**config.mk**
```make
export PLATFORM = sky130hd
export DESIGN_NAME = output_unit_credit
export DESIGN_NICKNAME = d
export VERILOG_FILES = /design/src/rtl/output_unit_credit.sv
export SDC_FILE = /design/constraint.sdc
export NUM_CORES = 1
export LEC_CHECK = 0
export CAP_MARGIN = 15
export CORE_ASPECT_RATIO = 0.9
export CORE_MARGIN = 2
export CORE_UTILIZATION = 42
export CTS_BUF_LIST = sky130_fd_sc_hd__clkbuf_8
export CTS_CLUSTER_DIAMETER = 30
export DETAILED_ROUTE_END_ITERATION = 10
export PLACE_DENSITY = 0.83
export SYNTH_ARGS = -nofsm -noshare
export SYNTH_HDL_FRONTEND = slang
export SYNTH_SLANG_ARGS = --single-unit
```
**constraint.sdc**
```tcl
create_clock -name clk -period 2.1 [get_ports clk]
set_input_delay 0.42 -clock clk [delete_from_list [all_inputs] [get_ports clk]]
set_output_delay 0.42 -clock clk [all_outputs]
set_load 0.02 [all_outputs]
```
**src/rtl/output_unit_credit.sv**
```systemverilog
`default_nettype none
// ============================================================================
// Module   : output_unit_credit
// Purpose  : Registered per-direction link stage with downstream credit count.
// Revision : 1.0 - initial release
// ============================================================================
module output_unit_credit #(
  parameter int DATA_WIDTH = 36,
  parameter int BUF_DEPTH  = 4,
  parameter int CNT_WIDTH  = 3,
  parameter int STAT_WIDTH = 16
) (
  input  logic                  clk,
  input  logic                  rst,
  input  logic                  st_valid_i,
  input  logic [DATA_WIDTH-1:0] st_data_i,
  input  logic                  credit_decre_i,
  input  logic                  credit_in_i,
  output logic                  out_valid_o,
  output logic [DATA_WIDTH-1:0] out_data_o,
  output logic                  credit_avail_o,
  output logic [CNT_WIDTH-1:0]  credit_count_o,
  output logic                  pending_o,
  output logic                  err_underflow_o,
  output logic                  err_overflow_o,
  output logic                  err_protocol_o,
  output logic [STAT_WIDTH-1:0] flit_sent_cnt_o
);

  localparam logic [CNT_WIDTH-1:0]  c_buf_depth = CNT_WIDTH'(BUF_DEPTH);
  localparam logic [CNT_WIDTH-1:0]  c_cnt_one   = CNT_WIDTH'(1);
  localparam logic [STAT_WIDTH-1:0] c_stat_one  = STAT_WIDTH'(1);

  logic                  out_valid_q, out_valid_d;
  logic [DATA_WIDTH-1:0] out_data_q,  out_data_d;
  logic [CNT_WIDTH-1:0]  credit_q,    credit_d;
  logic                  pending_q,   pending_d;
  logic                  err_uf_q,    err_uf_d;
  logic                  err_of_q,    err_of_d;
  logic                  err_pe_q,    err_pe_d;
  logic [STAT_WIDTH-1:0] sent_q,      sent_d;

  always_comb begin
    out_valid_d = st_valid_i;
    out_data_d  = st_valid_i ? st_data_i : '0;
    credit_d    = credit_q;
    err_uf_d    = err_uf_q;
    err_of_d    = err_of_q;
    // Simultaneous consume and return cancel out, even at the limits.
    case ({credit_decre_i, credit_in_i})
      2'b10: begin
        if (credit_q == '0) err_uf_d = 1'b1;
        else                credit_d = credit_q - c_cnt_one;
      end
      2'b01: begin
        if (credit_q == c_buf_depth) err_of_d = 1'b1;
        else                         credit_d = credit_q + c_cnt_one;
      end
      default: ;
    endcase
    // A grant must be followed by its flit exactly one cycle later.
    pending_d = credit_decre_i;
    err_pe_d  = err_pe_q | (st_valid_i ^ pending_q);
    sent_d    = (out_valid_q && (sent_q != '1)) ? sent_q + c_stat_one : sent_q;
  end

  always_ff @(posedge clk) begin
    if (rst) begin
      out_valid_q <= 1'b0;
      out_data_q  <= '0;
      credit_q    <= c_buf_depth;
      pending_q   <= 1'b0;
      err_uf_q    <= 1'b0;
      err_of_q    <= 1'b0;
      err_pe_q    <= 1'b0;
      sent_q      <= '0;
    end else begin
      out_valid_q <= out_valid_d;
      out_data_q  <= out_data_d;
      credit_q    <= credit_d;
      pending_q   <= pending_d;
      err_uf_q    <= err_uf_d;
      err_of_q    <= err_of_d;
      err_pe_q    <= err_pe_d;
      sent_q      <= sent_d;
    end
  end

  assign out_valid_o     = out_valid_q;
  assign out_data_o      = out_data_q;
  assign credit_count_o  = credit_q;
  assign credit_avail_o  = (credit_q != '0);
  assign pending_o       = pending_q;
  assign err_underflow_o = err_uf_q;
  assign err_overflow_o  = err_of_q;
  assign err_protocol_o  = err_pe_q;
  assign flit_sent_cnt_o = sent_q;

endmodule
`default_nettype wire

```
**After elaboration in Yosys (flattened, before gate mapping)**

Index checks and enable logic that the tools add are counted.
W data, S select, Z words.

- Latch bits: 0
- RAM bits: 0
- ROM bits: 0
- Memories kept: 0
- Bits of input ports: 41
- Word-level logic and storage cells: 31
- Output and inout bits: 61
- Register bits: 60

- $lt $le $gt $ge: 0
- Bitwise logic cells: 3
- Div/mod/pow operators: 0
- Add/sub/neg operators: 3
- Equality and inequality tests: 6
- Mux-type cells: 3
- Multipliers: 0
- Reductions and logical operators: 8
- Shift operators: 0

Operators by type and width:

| operator | number |
|---|---|
| $add A16 B1 Y16 const B | 1 |
| $ne A16 B16 Y1 const B | 1 |
| $mux W3 | 2 |
| $pmux W3 S2 | 1 |
| $ne A2 B2 Y1 const B | 2 |
| $reduce_and A2 Y1 | 2 |
| $add A3 B1 Y3 const B | 1 |
| $eq A3 B3 Y1 const B | 1 |
| $logic_not A3 Y1 | 1 |
| $reduce_and A3 Y1 | 1 |
| $reduce_bool A3 Y1 | 1 |
| $sub A3 B1 Y3 const B | 1 |
| $eq A2 B1 Y1 const B | 1 |
| $eq A2 B2 Y1 const B | 1 |
| $reduce_bool A2 Y1 | 1 |
| $reduce_or A2 Y1 | 1 |
| $logic_and A1 B1 Y1 | 1 |
| $not A1 Y1 | 1 |
| $or A1 B1 Y1 | 1 |
| $xor A1 B1 Y1 | 1 |

**Depth between registers and ports, before layout**

- Word-level depth: 3
- Depth in mapped cells: 7
- Mapped depth without buffers: 7

**Worst setup path before layout**

OpenSTA, ideal clock, no wires.

- Kind: reg2reg
- From: reg sent_q[9] (netlist: flit_sent_cnt_o[9])
- To: reg sent_q[13] (netlist: flit_sent_cnt_o[13])
- Buffers on the path: 0
- Data arrival time: 1.728 ns
- Period minus slack after synthesis: 1.798 ns
- Data required time: 2.029 ns
- Cell stages (with the launch flop): 5
- Setup slack: 0.302 ns
- Cell sequence: dfxtp_1 nand4_2 or3_1 or4_1 a21oi_1

- Longest elaborated chain between the ends: 2

Ends and longest elaborated chain:

| what | line | RTL |
|---|---|---|
| start: declaration | 41 | `logic [STAT_WIDTH-1:0] sent_q, sent_d;` |
| start signal: assignment | 85 | `sent_q <= sent_d;` |
| branches (longest 2 deep; another with $add A16 B1 Y16) | -- |  |

Several ways; the timed one is not identified.
A chain may end at the register's enable or synchronous reset.

**Worst setup path after layout**

- From: reg credit_q[0] (netlist: credit_count_o[0])
- To: out credit_count_o[0]

RTL lines:

| what | line | RTL |
|---|---|---|
| start: declaration | 36 | `logic [CNT_WIDTH-1:0] credit_q, credit_d;` |
| start signal: assignment | 71 | `credit_q <= c_buf_depth;` |
| start signal: assignment | 80 | `credit_q <= credit_d;` |
| end: declaration | 22 | `output logic [CNT_WIDTH-1:0] credit_count_o,` |

No word-level cell between the ends.

==> results by group <==
Run status
  • Status: finished, final reports clean

Critical path
  • Critical path arrival: 1500 ps
  • R2R Path End: flit_sent_cnt_o[15]
  • Worst Setup Start Kind: register
  • Crit path capture type: output port
  • CP endpoint: credit_count_o[0]
  • Register-to-Register Path Depth: 4
  • Worst R2R Start: flit_sent_cnt_o[2]
  • R2R setup slack: 270 ps
  • Worst EP required: 1680 ps
  • CP delay by family, top: buffers and inverters
  • Type of the worst setup path: reg -> out
  • Crit-path max FO: 8
  • CP bufs+invs: 1
  • Crit-path max cell delay: 680 ps
  • Critical path depth: 1
  • Critical-path cell list: clkdlybuf4s50_1
  • CP startpoint: credit_count_o[0]
  • Crit-path slowest cell: clkdlybuf4s50_1

Placement
  • I/O Buffers: 101
  • Setup slack at placement: -16.7 ps
  • DPL Wire Length: 3.90 mm
  • Gpl congestion: 0.822

Timing
  • Final Cycle Share: 91.5%
  • Final Hold Viols: 0
  • Final min period: 1920 ps
  • Max_slew headroom: 77.2%
  • Setup TNS: 0 ps
  • Slew @ Worst Pin: 339 ps
  • Final count of negative-setup-slack endpoints: 0
  • RSZ-0062 raised after global routing: no
  • Post-route setup slack: 179 ps
  • Maximum clock rate: 521 MHz
  • Final Skew: 6.51 ps
  • Slew Viols, Final: 0

Power
  • Comb power frac: 13.8%
  • Sequential Power Share: 49.1%
  • Internal Power: 1.81 mW
  • Clk network pwr share: 37.0%
  • Sw Share: 26.6%
  • Pwr per Cell Area: 709 nW/um^2
  • Switch Pwr: 656 uW
  • LEAKAGE: 1.29 nW
  • Max VDD drop: 492 uV

Clock tree
  • Worst skew pair latency: 340 ps
  • Post-CTS Hold Buffers: 0
  • CTS clk-pin slew, worst paths: 70 ps
  • H-Tree Depth: 3
  • Post_cts resized: 1
  • Setup Buffers After CTS: 0
  • Clock buffer depth: 2
  • CTS root buffer: clkbuf_8
  • TritonCTS clock tree: yes
  • Number of buffers created by CTS: 9
  • CTS Sinks: 60

Global routing
  • First-pass GRT wire length: 8.36 mm
  • Antenna violations before repair: 0
  • Vias in the first global route: 1,873
  • GR Overflow Total: 0
  • Largest net degree at the start of global routing: 32
  • Gr usage total: 19.7%

Routing
  • WL per Instance: 12.9 microns
  • Initial DRC Count: 56
  • Vias: 1,899
  • Vias per std cell: 4.74
  • Residual DRC: 0
  • Final ANT Viol Nets: 0
  • TritonRoute pass-1 iters: 4
  • Total wire length: 5.17 mm

Cells and area
  • FF+latch area: 1200 sq um
  • ANT cells: 0
  • Layout fillers: 369
  • # nets final: 374
  • Layout area overhead: 61.4%
  • Footprint of the multi-input gates: 916 sq um
  • Layout cell share with drive strength beyond 1: 10.4%

Floorplan
  • Die Width: 79.5 microns
  • Die ar.: 5720 sq um
  • Initial core utilization: 44.0%
  • Die height: 72.0 microns
  • Core box area: 4890 sq um
  • # rows: 24
  • I/O pins: 102

Synth
  • Multiplexer share of the synthesized area: 4.06%
  • YS warnings: 0
  • Simple-gate share of the synthesized area: 27.7%
  • Avg Cell Area, Syn: 9.93 sq um
  • Area leader, netlist: dfxtp_1
  • Commonest cells in the netlist: 60 x dfxtp_1, 36 x and2_1, 21 x nor2_1, 10 x nand2_1
  • Mapped Cells: 217
  • Syn nets: 260
  • Post-synthesis adder-cell area fraction: 1.51%
  • Largest family of logic cells by synthesized area: simple AND/OR/NAND/NOR gates
  • Sequential-to-total area share from yosys stat: 55.7%
  • #FFs+latches synth: 60
  • Post-Synth XOR/XNOR Area: 1.22%
  • Most frequent cell after synthesis: dfxtp_1
  • Library cells used by synthesis: 36
  • Post-synthesis cell area: 2160 sq um
  • Share of the synthesized area in the top cell type: 55.7%
  • Top cells by area, synth: dfxtp_1 56%, and2_1 10%, nor2_1 3.7%, mux2_2 3.1%, nor2b_1 2.6%
  • Async SR Flop Fraction: 0%
  • Post-synth top flop: dfxtp_1
  • Synth Area in Compound Gates: 7.84%
  • Number of flops mapped to enable cells by yosys: 0

Run
  • Max-cap check violation count: 0

Hold path
  • Hold Path Class: reg -> reg
==> per-layer routing <==
layer	global-route usage, %	wire (microns)
met2	32.7	2510
met1	19.4	1970
met3	13.3	613
met4	7.85	69
met5	0	0
==> cells by family (layout without fill, tap and decap cells) <==
family          count (synthesis)  after routing
buf+inv                        11            130
fa+ha+maj                       2              2
mux                             8              8
compound gates                 27             27
simple gates                  106            106
xor+xnor                        3              3
flops                          60             60
==> final cells by class <==
type | instances | share of cell area, %
flip-flops and latches | 60 | 34.5
repair buffers | 110 | 31.3
multi-input cells | 146 | 26.3
clock buffers | 9 | 3.56
well taps | 65 | 2.34
clock inverters | 7 | 1.51
inverters | 4 | 0.431
==> cell usage in the layout (no fill, tap or decap), types with 6 or more instances in the layout <==
cell             Yosys  routed
a21oi_1              9       9
and2_1              36      36
buf_4                0       8
clkbuf_8             0       9
clkdlybuf4s50_1      0     100
dfxtp_1             60      60
mux2_2               6       6
nand2_1             10      10
nor2_1              21      21
nor2b_1              9       8
==> per-stage QoR <==
| step | power [mW] | cell area (sq um) | std cells | utilization [%] | hold WS (ps) |
|---|---|---|---|---|---|
| final | 2.47 | 3480 | 401 | 71.1 | 486 |
| after global routing | 2.59 | 3480 | 401 | 71.1 | 502 |
| after CTS | 2.51 | 3480 | 401 | 71.1 | 489 |
| after detailed placement | 1.58 | 3300 | 385 | 67.5 | 470 |
| after global placement | 1.57 | 3300 | 385 | 67.5 | 452 |
| after floorplan | 1.38 | 2160 | 217 | - | 542 |
==> power groups by stage <==
stage	Combinational, mW	Sequential (mW)	Clock, mW
3_5_place_dp	0.345	1.24	0
6_report	0.341	1.21	0.914
5_1_grt	0.368	1.22	1.01
3_3_place_gp	0.338	1.24	0
2_1_floorplan	0.0921	1.29	0
4_1_cts	0.346	1.21	0.948
==> how the worst min path moves through the flow <==
stage,endpoint,startpoint,cells after the start,slack [ps]
CTS,err_overflow_o,err_overflow_o,2,490
global route,err_protocol_o,err_protocol_o,2,500
floorplan,out_data_o[0],st_data_i[0],1,540
detailed placement,err_overflow_o,err_overflow_o,2,470
finish,err_protocol_o,err_protocol_o,2,490
global placement,err_underflow_o,err_underflow_o,2,450
==> state kept, by name, summed over array words and instances (netlist names) <==
| register | cells |
|---|---|
| out_data_o | 36 |
| flit_sent_cnt_o | 16 |
| credit_count_o | 3 |
| err_overflow_o | 1 |
| err_protocol_o | 1 |
| err_underflow_o | 1 |
| out_valid_o | 1 |
| pending_o | 1 |
==> worst register-to-register path: cells and delay by family, from the launching register on <==
family        cells  cell delay (ps)
flops             1              440
mux               1              370
simple gates      3              930
No activity file was read; power rests on OpenSTA's default activity.
